`src/rtl/apu_pwm_sampler.sv`:
```
// Recovers 8-bit samples from the APU mixer's PWM stream by counting high
// cycles over fixed 2^WINDOW_BITS windows, buffering results in a small FIFO.
module apu_pwm_sampler #(
  parameter int WINDOW_BITS = 8,
  parameter int FIFO_DEPTH  = 4,
  parameter int IN_STAGES   = 1
) (
  input  logic                          clk,
  input  logic                          rst_n,
  input  logic                          enable,
  input  logic                          pwm_in,
  output logic [WINDOW_BITS-1:0]        sample_out,
  output logic                          sample_valid,
  input  logic                          sample_ready,
  output logic [$clog2(FIFO_DEPTH):0]   fifo_level,
  output logic                          overflow,
  input  logic                          clear_overflow
);

  localparam int PTR_W = $clog2(FIFO_DEPTH);
  localparam int LVL_W = $clog2(FIFO_DEPTH) + 1;
  localparam int HC_W  = WINDOW_BITS + 1;
  localparam logic [WINDOW_BITS-1:0] WIN_LAST = '1;
  localparam logic [LVL_W-1:0]       LVL_FULL = LVL_W'(FIFO_DEPTH);

  // An all-high window counts to exactly 2^W, one past the sample range.
  function automatic logic [WINDOW_BITS-1:0] sat_count(input logic [HC_W-1:0] cnt);
    if (cnt[WINDOW_BITS])
      return '1;
    else
      return cnt[WINDOW_BITS-1:0];
  endfunction

  // Stage p0: input register chain
  logic [IN_STAGES-1:0] pwm_p0;
  logic                 bit_d;

  always_ff @(posedge clk or negedge rst_n) begin
    if (!rst_n) begin
      pwm_p0 <= '0;
    end else begin
      pwm_p0[0] <= pwm_in;
      for (int i = 1; i < IN_STAGES; i++)
        pwm_p0[i] <= pwm_p0[i-1];
    end
  end

  assign bit_d = pwm_p0[IN_STAGES-1];

  // Stage p1: window position and high-cycle count
  logic [WINDOW_BITS-1:0] win_p1;
  logic [HC_W-1:0]        hc_p1;
  logic                   win_end_p1;
  logic [WINDOW_BITS-1:0] result_p1;

  always_ff @(posedge clk or negedge rst_n) begin
    if (!rst_n) begin
      win_p1 <= '0;
      hc_p1  <= '0;
    end else if (!enable) begin
      win_p1 <= '0;
      hc_p1  <= '0;
    end else begin
      win_p1 <= win_p1 + WINDOW_BITS'(1);
      if (win_p1 == '0)
        hc_p1 <= HC_W'(bit_d);
      else
        hc_p1 <= hc_p1 + HC_W'(bit_d);
    end
  end

  assign win_end_p1 = enable && (win_p1 == WIN_LAST);
  assign result_p1  = sat_count(hc_p1 + HC_W'(bit_d));

  // Stage p2: sample FIFO and overflow flag
  logic [WINDOW_BITS-1:0] mem_p2 [FIFO_DEPTH];
  logic [PTR_W-1:0]       wr_ptr;
  logic [PTR_W-1:0]       rd_ptr;
  logic [LVL_W-1:0]       level;
  logic                   full;
  logic                   pop;
  logic                   push;
  logic                   drop;

  assign full = (level == LVL_FULL);
  assign pop  = sample_valid && sample_ready;
  // A pop in the same cycle frees the slot, so a full FIFO still accepts.
  assign push = win_end_p1 && (!full || pop);
  assign drop = win_end_p1 && full && !pop;

  always_ff @(posedge clk or negedge rst_n) begin
    if (!rst_n) begin
      wr_ptr   <= '0;
      rd_ptr   <= '0;
      level    <= '0;
      overflow <= 1'b0;
      for (int i = 0; i < FIFO_DEPTH; i++)
        mem_p2[i] <= '0;
    end else begin
      if (push) begin
        mem_p2[wr_ptr] <= result_p1;
        wr_ptr         <= wr_ptr + PTR_W'(1);
      end
      if (pop)
        rd_ptr <= rd_ptr + PTR_W'(1);
      if (push && !pop)
        level <= level + LVL_W'(1);
      else if (pop && !push)
        level <= level - LVL_W'(1);
      if (drop)
        overflow <= 1'b1;
      else if (clear_overflow)
        overflow <= 1'b0;
    end
  end

  assign sample_out   = mem_p2[rd_ptr];
  assign sample_valid = (level != '0);
  assign fifo_level   = level;

endmodule

```
`config.mk`:
```
export PLATFORM = sky130hd
export DESIGN_NAME = apu_pwm_sampler
export DESIGN_NICKNAME = d
export VERILOG_FILES = /design/src/rtl/apu_pwm_sampler.sv
export SDC_FILE = /design/constraint.sdc
export NUM_CORES = 1
export LEC_CHECK = 0
export BUFFER_PORTS_ARGS = -buffer_cell sky130_fd_sc_hd__buf_2
export CORE_ASPECT_RATIO = 1.75
export CORE_UTILIZATION = 45
export DETAILED_ROUTE_END_ITERATION = 10
export PLACE_DENSITY = 0.72
export SYNTH_ARGS = -nofsm -noshare
export SYNTH_HDL_FRONTEND = slang
export SYNTH_SLANG_ARGS = --single-unit
```
`constraint.sdc`:
```
create_clock -name clk -period 3.07 [get_ports clk]
set_clock_uncertainty 0.2 [all_clocks]
set_input_delay 0.307 -clock clk [delete_from_list [all_inputs] [get_ports clk]]
set_output_delay 0.307 -clock clk [all_outputs]
set_load 0.05 [all_outputs]
```
==> impl_metrics.prom, run 1 <==
# TYPE chip_impl_metric gauge
chip_impl_info{name="synth_ff_type",value="sky130_fd_sc_hd__dfrtp_1"} 1
chip_impl_metric{name="yosysSeqAreaShare",unit="%"} 49.3
chip_impl_metric{name="drt_wl_total",unit="mm"} 5.10
chip_impl_metric{name="yosysTopAreaCellShare",unit="%"} 49.3
chip_impl_metric{name="period_share",unit="%"} 82.3
chip_impl_metric{name="fmax",unit="GHz"} 0.396
chip_impl_metric{name="slew_viol_final",unit=""} 0
chip_impl_metric{name="chipWidth",unit="um"} 63.2
chip_impl_metric{name="synthesis.nets",unit=""} 234
chip_impl_metric{name="yosys_warnings",unit=""} 0
chip_impl_metric{name="gp_congestion",unit=""} 0.738
chip_impl_metric{name="clock_tree.buffer_depth",unit=""} 2
chip_impl_metric{name="via_per_instance_ratio",unit=""} 5.24
chip_impl_metric{name="die_footprint",unit="um2"} 6890
chip_impl_metric{name="insertedDiodeCount",unit=""} 0
chip_impl_metric{name="grt_overflow",unit=""} 0
chip_impl_metric{name="yosys_register_bits",unit=""} 58
chip_impl_metric{name="tightest_slew",unit="ns"} 0.597
chip_impl_metric{name="fin_crit",unit="ns"} 2.53
chip_impl_metric{name="antenna_found_initial",unit=""} 0
chip_impl_metric{name="critical_path_arrival",unit="ns"} 2.59
chip_impl_metric{name="ys_types",unit=""} 39
chip_impl_metric{name="async_flop_share",unit="%"} 100
chip_impl_info{name="ys_top_cells_by_area",value="sky130_fd_sc_hd__dfrtp_1 (49%), sky130_fd_sc_hd__mux2_4 (16%), sky130_fd_sc_hd__mux4_2 (6.1%), sky130_fd_sc_hd__ha_1 (3.8%), sky130_fd_sc_hd__xnor2_1 (3.0%)"} 1
chip_impl_metric{name="io-pin-count",unit=""} 19
chip_impl_metric{name="clkSlewWorstSetupHoldPaths",unit="ns"} 0.07
chip_impl_metric{name="fin_nets",unit=""} 258
chip_impl_metric{name="grt_pass1_wl",unit="mm"} 8.74
chip_impl_metric{name="ant_nets",unit=""} 0
chip_impl_info{name="timing_worst_setup_path_type",value="reg2reg"} 1
chip_impl_metric{name="core.rowCount",unit=""} 38
chip_impl_metric{name="floorplan.initialDensity",unit="%"} 46.9
chip_impl_metric{name="area_growth_syn_to_layout",unit="%"} 11.5
chip_impl_metric{name="grt_max_degree",unit=""} 42
chip_impl_info{name="tritoncts",value="yes"} 1
chip_impl_info{name="synth_commonest_cells",value="sky130_fd_sc_hd__dfrtp_1 (58), sky130_fd_sc_hd__mux2_4 (32), sky130_fd_sc_hd__nand3_1 (12), sky130_fd_sc_hd__xnor2_1 (10)"} 1
chip_impl_metric{name="wl_per_instance",unit="um"} 15.6
chip_impl_metric{name="postCtsSetupBuffers",unit=""} 0
chip_impl_metric{name="cellPowerDensity",unit="nW/um2"} 442
chip_impl_metric{name="crit_path_max_fanout",unit=""} 7
chip_impl_metric{name="chipHeight",unit="um"} 109
chip_impl_metric{name="hpwl",unit="mm"} 3.60
chip_impl_metric{name="fill_cells",unit=""} 557
chip_impl_metric{name="final.setup.tns",unit="ns"} 0
chip_impl_info{name="hp-class",value="in2reg"} 1
chip_impl_info{name="setup.worst_path.start_class",value="flip-flop"} 1
chip_impl_metric{name="synth_area_per_cell",unit="um2"} 13.5
chip_impl_metric{name="number_of_flops_mapped_to_enable_cells_by_yosys",unit=""} 0
chip_impl_info{name="rsz0062_at_grt",value="false"} 1
chip_impl_metric{name="post-layout-total-power",unit="mW"} 1.45
chip_impl_metric{name="grt_use_total",unit="%"} 17.2
chip_impl_info{name="crit_path_end_kind",value="flip-flop"} 1
chip_impl_metric{name="setup_violations",unit=""} 0
chip_impl_metric{name="ir_drop",unit="V"} 0.000306
chip_impl_metric{name="port_buffers",unit=""} 18
chip_impl_info{name="clock_tree.root_cell",value="sky130_fd_sc_hd__clkbuf_8"} 1
chip_impl_metric{name="via_count",unit=""} 1714
chip_impl_metric{name="grt_pass1_vias",unit=""} 1832
chip_impl_metric{name="cts-buffers-inserted",unit=""} 9
chip_impl_metric{name="drive_gt1_share",unit="%"} 32.8
chip_impl_metric{name="mappedNetlistArea",unit="um2"} 2950
chip_impl_metric{name="clock_tree.htree_level_count",unit=""} 3
chip_impl_metric{name="leakage",unit="nW"} 1.57
chip_impl_metric{name="cp.required",unit="ns"} 3.13
chip_impl_metric{name="drt-initial-drc-count",unit=""} 45
chip_impl_metric{name="clock_latency",unit="ns"} 0.33
chip_impl_metric{name="post_synth_inst_count",unit=""} 218
chip_impl_metric{name="floorplan.core_area",unit="um2"} 6280
chip_impl_metric{name="finalHoldViolations",unit=""} 0
chip_impl_metric{name="max-slew-margin-rel",unit="%"} 60.2
chip_impl_metric{name="drt_drc_violations_left",unit=""} 0
chip_impl_info{name="yosys.cell_count.top_type",value="sky130_fd_sc_hd__dfrtp_1"} 1
chip_impl_info{name="library_cell_occupying_the_most_area_in_the_post_synthesis_netlist",value="sky130_fd_sc_hd__dfrtp_1"} 1
chip_impl_metric{name="r2r_setup_slack",unit="ns"} 0.54
chip_impl_metric{name="first_pass_iters",unit=""} 4
chip_impl_metric{name="clock_sinks",unit=""} 58
chip_impl_info{name="outcome",value="finished, final reports clean"} 1
chip_impl_metric{name="cap_viol_max_count",unit=""} 0
report_power, final:
part	switching (mW)	total, mW	internal [mW]
clock	0.310	0.623	0.314
sequential	0.00462	0.775	0.770
combinational	0.0351	0.0538	0.0186
total	0.349	1.45	1.10
repair_timing:
item,in CTS,in global routing
hold buffers,3,0
hold endpoints to repair,19,0
gates resized for setup,0,0
path summary, 6_finish.rpt:
path                                   start            end  depth (start not counted)
max in group asynchronous              rst_n      mem_p2[8]                          3
worst min-delay path            sample_ready      rd_ptr[1]                          3
worst max-delay path               win_p1[0]  fifo_level[2]                         10
worst max register to register     win_p1[0]  fifo_level[2]                         10
min in group asynchronous              rst_n       hc_p1[4]                          2
worst min register to register     win_p1[0]      win_p1[0]                          1
cell usage in the layout, fill, tap and decap left out, types with 9 or more instances in the layout:
master,n
sky130_fd_sc_hd__nand3_1,12
sky130_fd_sc_hd__xnor2_1,10
sky130_fd_sc_hd__ha_1,9
sky130_fd_sc_hd__clkbuf_8,10
sky130_fd_sc_hd__buf_2,18
sky130_fd_sc_hd__nor2_1,9
sky130_fd_sc_hd__dfrtp_1,58
sky130_fd_sc_hd__nand2_1,9
sky130_fd_sc_hd__mux2_4,32
layout make-up:
cell class | instances | area [um2] | area share, %
clock buffer | 10 | 138 | 4.19
clock inverter | 6 | 41.3 | 1.26
inverter | 8 | 30.0 | 0.914
multi-input combinational | 143 | 1400 | 42.6
sequential | 58 | 1450 | 44.2
tap | 80 | 100 | 3.05
timing repair buffer | 22 | 128 | 3.88
cells by family after synthesis:
logic type | after synthesis | share of synthesized area (%)
compound gates | 15 | 3.14
mux | 43 | 23.5
fa+ha+maj | 10 | 4.50
xor+xnor | 17 | 5.05
buf+inv | 17 | 3.27
flops | 58 | 49.3
simple gates | 58 | 11.3
state kept, by name (all words and copies together) (netlist names):
signal,count
win_p1,8
mem_p2,32
bit_d,1
wr_ptr,2
rd_ptr,2
fifo_level,3
hc_p1,9
overflow,1
worst max-delay path, cell delays in order (launching register included):
cell,delay [ns]
sky130_fd_sc_hd__dfrtp_1,0.39
sky130_fd_sc_hd__ha_1,0.22
sky130_fd_sc_hd__nand2_1,0.13
sky130_fd_sc_hd__nor3_4,0.27
sky130_fd_sc_hd__and2_2,0.22
sky130_fd_sc_hd__ha_1,0.18
sky130_fd_sc_hd__inv_1,0.06
sky130_fd_sc_hd__fa_1,0.37
sky130_fd_sc_hd__xor2_1,0.17
sky130_fd_sc_hd__nor2_1,0.11
sky130_fd_sc_hd__xor2_1,0.15
metrics by stage:
stage               utilization [%]  std cells  hold WS [ns]  area [um2]  setup WS (ns)
finish                         52.4        327        0.0797        3290          0.543
global route                   52.4        327        0.0898        3290          0.351
CTS                            52.4        327        0.0655        3290          0.502
detailed placement             49.0        308        0.0527        3080          0.541
global placement               49.0        308        0.0570        3080          0.599
floorplan                         -        218        -0.189        2950          0.329
per-layer routing:
metal  wire [um]  global-route usage (%)  vias to the layer above
li1            -                       -                      814
met1        2190                    19.7                      863
met2        2620                    29.0                       28
met3         175                    5.13                        9
met4         119                    8.77                        0
met5           0                       0                        -
Power figures use the tool's default switching activity.
==> run 2, diff against run 1 <==
==> constraint.sdc (replaced) <==
create_clock -name clk -period 2.4 [get_ports clk]
set_clock_uncertainty 0.2 [all_clocks]
set_input_delay 0.24 -clock clk [delete_from_list [all_inputs] [get_ports clk]]
set_output_delay 0.24 -clock clk [all_outputs]
set_load 0.05 [all_outputs]
==> run 2 against run 1 <==
  * Sequential share of layout area down 2.3 points
  * Sequential power is 28% higher
  * Critical path depth is 4 lower
  * Final area up 5.7%
  * Sequential cell count unchanged
  * Clock power up 58%
  * Utilization rose by 3.0 points
  * Total power grew 42%
  * Combinational power is 51% higher
  * Maximum frequency is 7.0% higher
  * Critical path type unchanged
  * Highest routed layer unchanged
==> impl_metrics.prom, run 2 (synthesis gave the netlist of run 1 again) <==
# TYPE chip_impl_metric gauge
chip_impl_metric{name="floorplan.core_area",unit="um2"} 6280
chip_impl_metric{name="cts-buffers-inserted",unit=""} 9
chip_impl_metric{name="core.rowCount",unit=""} 38
chip_impl_info{name="setup.worst_path.start_class",value="flip-flop"} 1
chip_impl_metric{name="dpl_worst_slack",unit="ns"} 0.0512
chip_impl_metric{name="power.switching_fraction",unit="%"} 22.3
chip_impl_metric{name="chipHeight",unit="um"} 109
chip_impl_metric{name="placedInstanceArea",unit="um2"} 3190
chip_impl_metric{name="critical_path_arrival",unit="ns"} 2.39
chip_impl_metric{name="setup_violations",unit=""} 0
chip_impl_metric{name="chipWidth",unit="um"} 63.2
chip_impl_metric{name="net-switching-power",unit="mW"} 0.460
chip_impl_metric{name="first_pass_iters",unit=""} 4
chip_impl_info{name="layout.cells.most_common_list",value="sky130_fd_sc_hd__dfrtp_1 (55), sky130_fd_sc_hd__mux2_4 (33), sky130_fd_sc_hd__buf_2 (18)"} 1
chip_impl_metric{name="via_per_instance_ratio",unit=""} 5.29
chip_impl_metric{name="layout_setup_ws",unit="ns"} 0.0395
chip_impl_metric{name="fin_crit",unit="ns"} 2.36
chip_impl_metric{name="io-pin-count",unit=""} 19
chip_impl_metric{name="area_growth_syn_to_layout",unit="%"} 17.9
chip_impl_metric{name="die_footprint",unit="um2"} 6890
chip_impl_info{name="rsz0062_at_grt",value="true"} 1
chip_impl_metric{name="antenna_found_initial",unit=""} 0
chip_impl_metric{name="hpwl",unit="mm"} 3.94
chip_impl_metric{name="crit_path_max_fanout",unit=""} 5
chip_impl_metric{name="wl_per_instance",unit="um"} 16.3
chip_impl_metric{name="cp.required",unit="ns"} 2.42
chip_impl_info{name="hp-class",value="in2reg"} 1
chip_impl_metric{name="grt_use_total",unit="%"} 18.3
chip_impl_metric{name="pwr-share-seq",unit="%"} 48.1
chip_impl_metric{name="clock_latency",unit="ns"} 0.34
chip_impl_info{name="timing_worst_setup_path_type",value="reg2reg"} 1
chip_impl_metric{name="floorplan.initialDensity",unit="%"} 46.9
chip_impl_metric{name="grt_max_degree",unit=""} 22
chip_impl_info{name="hold_start",value="sample_ready"} 1
chip_impl_metric{name="drt_drc_violations_left",unit=""} 0
chip_impl_metric{name="max-slew-margin-rel",unit="%"} 58.9
chip_impl_metric{name="slew_viol_final",unit=""} 0
chip_impl_metric{name="ant_nets",unit=""} 0
chip_impl_info{name="worstReg2RegStart",value="fifo_level[0]"} 1
chip_impl_metric{name="fin_cells",unit=""} 341
chip_impl_info{name="tritoncts",value="yes"} 1
chip_impl_info{name="largest-register",value="mem_p2"} 1
chip_impl_metric{name="drt-initial-drc-count",unit=""} 96
chip_impl_metric{name="design_area",unit="um2"} 3470
chip_impl_metric{name="gp_congestion",unit=""} 0.776
chip_impl_metric{name="ir_drop",unit="V"} 0.000449
chip_impl_metric{name="grt_pass1_wl",unit="mm"} 9.34
chip_impl_metric{name="largest_reg_flops",unit=""} 32
chip_impl_metric{name="drive_gt1_share",unit="%"} 39.5
chip_impl_metric{name="clock_tree.htree_level_count",unit=""} 3
chip_impl_metric{name="power_frac_clock",unit="%"} 47.9
chip_impl_info{name="outcome",value="finished, final reports clean"} 1
chip_impl_metric{name="fill_cells",unit=""} 536
chip_impl_info{name="most_common_cell_after_layout_fill_and_taps_aside",value="sky130_fd_sc_hd__dfrtp_1"} 1
chip_impl_metric{name="clkSlewWorstSetupHoldPaths",unit="ns"} 0.07
chip_impl_metric{name="drt_wl_total",unit="mm"} 5.57
chip_impl_metric{name="cellPowerDensity",unit="nW/um2"} 592
chip_impl_metric{name="cap_viol_max_count",unit=""} 0
chip_impl_metric{name="insertedDiodeCount",unit=""} 0
chip_impl_info{name="crit_path_end_kind",value="flip-flop"} 1
chip_impl_metric{name="placed_cells",unit=""} 319
chip_impl_metric{name="cell_internal_power",unit="mW"} 1.60
chip_impl_metric{name="grt_pass1_vias",unit=""} 1935
chip_impl_metric{name="clock_sinks",unit=""} 58
chip_impl_metric{name="fin_nets",unit=""} 272
chip_impl_info{name="clock_tree.root_cell",value="sky130_fd_sc_hd__clkbuf_8"} 1
chip_impl_info{name="setup.worst_path.start",value="fifo_level[0]"} 1
chip_impl_metric{name="fmax",unit="GHz"} 0.424
chip_impl_metric{name="via_count",unit=""} 1805
chip_impl_metric{name="period_share",unit="%"} 98.4
chip_impl_metric{name="port_buffers",unit=""} 18
chip_impl_metric{name="finalHoldViolations",unit=""} 0
chip_impl_info{name="top_regs",value="mem_p2: 32 flops, hc_p1: 9 flops, win_p1: 8 flops"} 1
chip_impl_metric{name="utilization",unit="%"} 55.4
chip_impl_metric{name="grt_overflow",unit=""} 0
chip_impl_metric{name="clock_tree.buffer_depth",unit=""} 2
chip_impl_metric{name="power.combinational.fraction",unit="%"} 3.9
chip_impl_metric{name="leakage",unit="nW"} 1.67
chip_impl_metric{name="tightest_slew",unit="ns"} 0.617
==> run 2: cell types whose count changed in the layout (fill, tap and decap cells not counted), sizes merged <==
cell         delta
buf            +13
bufinv          +2
clkbuf          -1
clkinv          +1
clkinvlp        -1
dlygate4sd3     +1
inv             -1
==> run 2: stage by stage <==
step           hold WS (ns)  total power [mW]  setup TNS (ns)
2_1_floorplan        -0.256              1.04         -0.0604
3_3_place_gp        0.00859              1.08               0
3_5_place_dp         0.0157              1.09               0
4_1_cts             0.00298              2.08               0
5_1_grt           0.0000431              2.13         -0.0119
6_report             0.0102              2.06               0
==> run 2: what timing repair did <==
| item | CTS | global route |
|---|---|---|
| setup buffers | 0 | 2 |
| setup endpoints to repair | 0 | 5 |
| gates resized for setup | 0 | 3 |
| endpoints found under the hold margin | 20 | 0 |
| hold buffers | 4 | 0 |
==> run 2: cell type report <==
class	count	area, um2	share of cell area, %
inverters	8	30.0	0.864
clock buffers	9	124	3.57
clock inverters	7	93.8	2.70
multi-input cells	143	1440	41.3
flip-flops and latches	58	1460	41.9
repair buffers	36	235	6.77
well taps	80	100	2.88
==> run 2: final timing paths <==
kind,endpoint,slack (ns),cells after the start
setup / recovery,fifo_level[1],0.04,6
hold / removal,rd_ptr[0],0.01,3
setup reg to reg,fifo_level[1],0.04,6
hold reg to reg,fifo_level[2],0.30,1
max in group asynchronous,fifo_level[0],1.17,3
min in group asynchronous,hc_p1[6],0.17,2
==> run 2: power groups by stage <==
stage | sequential [mW] | clock, mW | combinational [mW]
floorplan | 1.01 | 0 | 0.0333
global placement | 1.01 | 0 | 0.0761
detailed placement | 1.01 | 0 | 0.0780
CTS | 0.990 | 1.00 | 0.0834
global route | 0.990 | 1.05 | 0.0928
finish | 0.990 | 0.986 | 0.0811
==> run 2: worst max-delay path: stages (launching register included) <==
cell and delay, ns:
sky130_fd_sc_hd__dfrtp_2 0.44, sky130_fd_sc_hd__or4b_4 0.54, sky130_fd_sc_hd__and2_4 0.19, sky130_fd_sc_hd__ha_4 0.16, sky130_fd_sc_hd__inv_2 0.06, sky130_fd_sc_hd__fa_1 0.39, sky130_fd_sc_hd__mux2_4 0.27
==> run 2: metal layers <==
layer / GRT usage (%) / share of wire (%) / wire, um / up-vias
li1: - / - / - / 846
met1: 20.4 / 41 / 2290 / 926
met2: 32.0 / 53 / 2970 / 21
met3: 4.60 / 2.9 / 160 / 12
met4: 9.74 / 2.9 / 160 / 0
met5: 0 / 0 / 0 / -
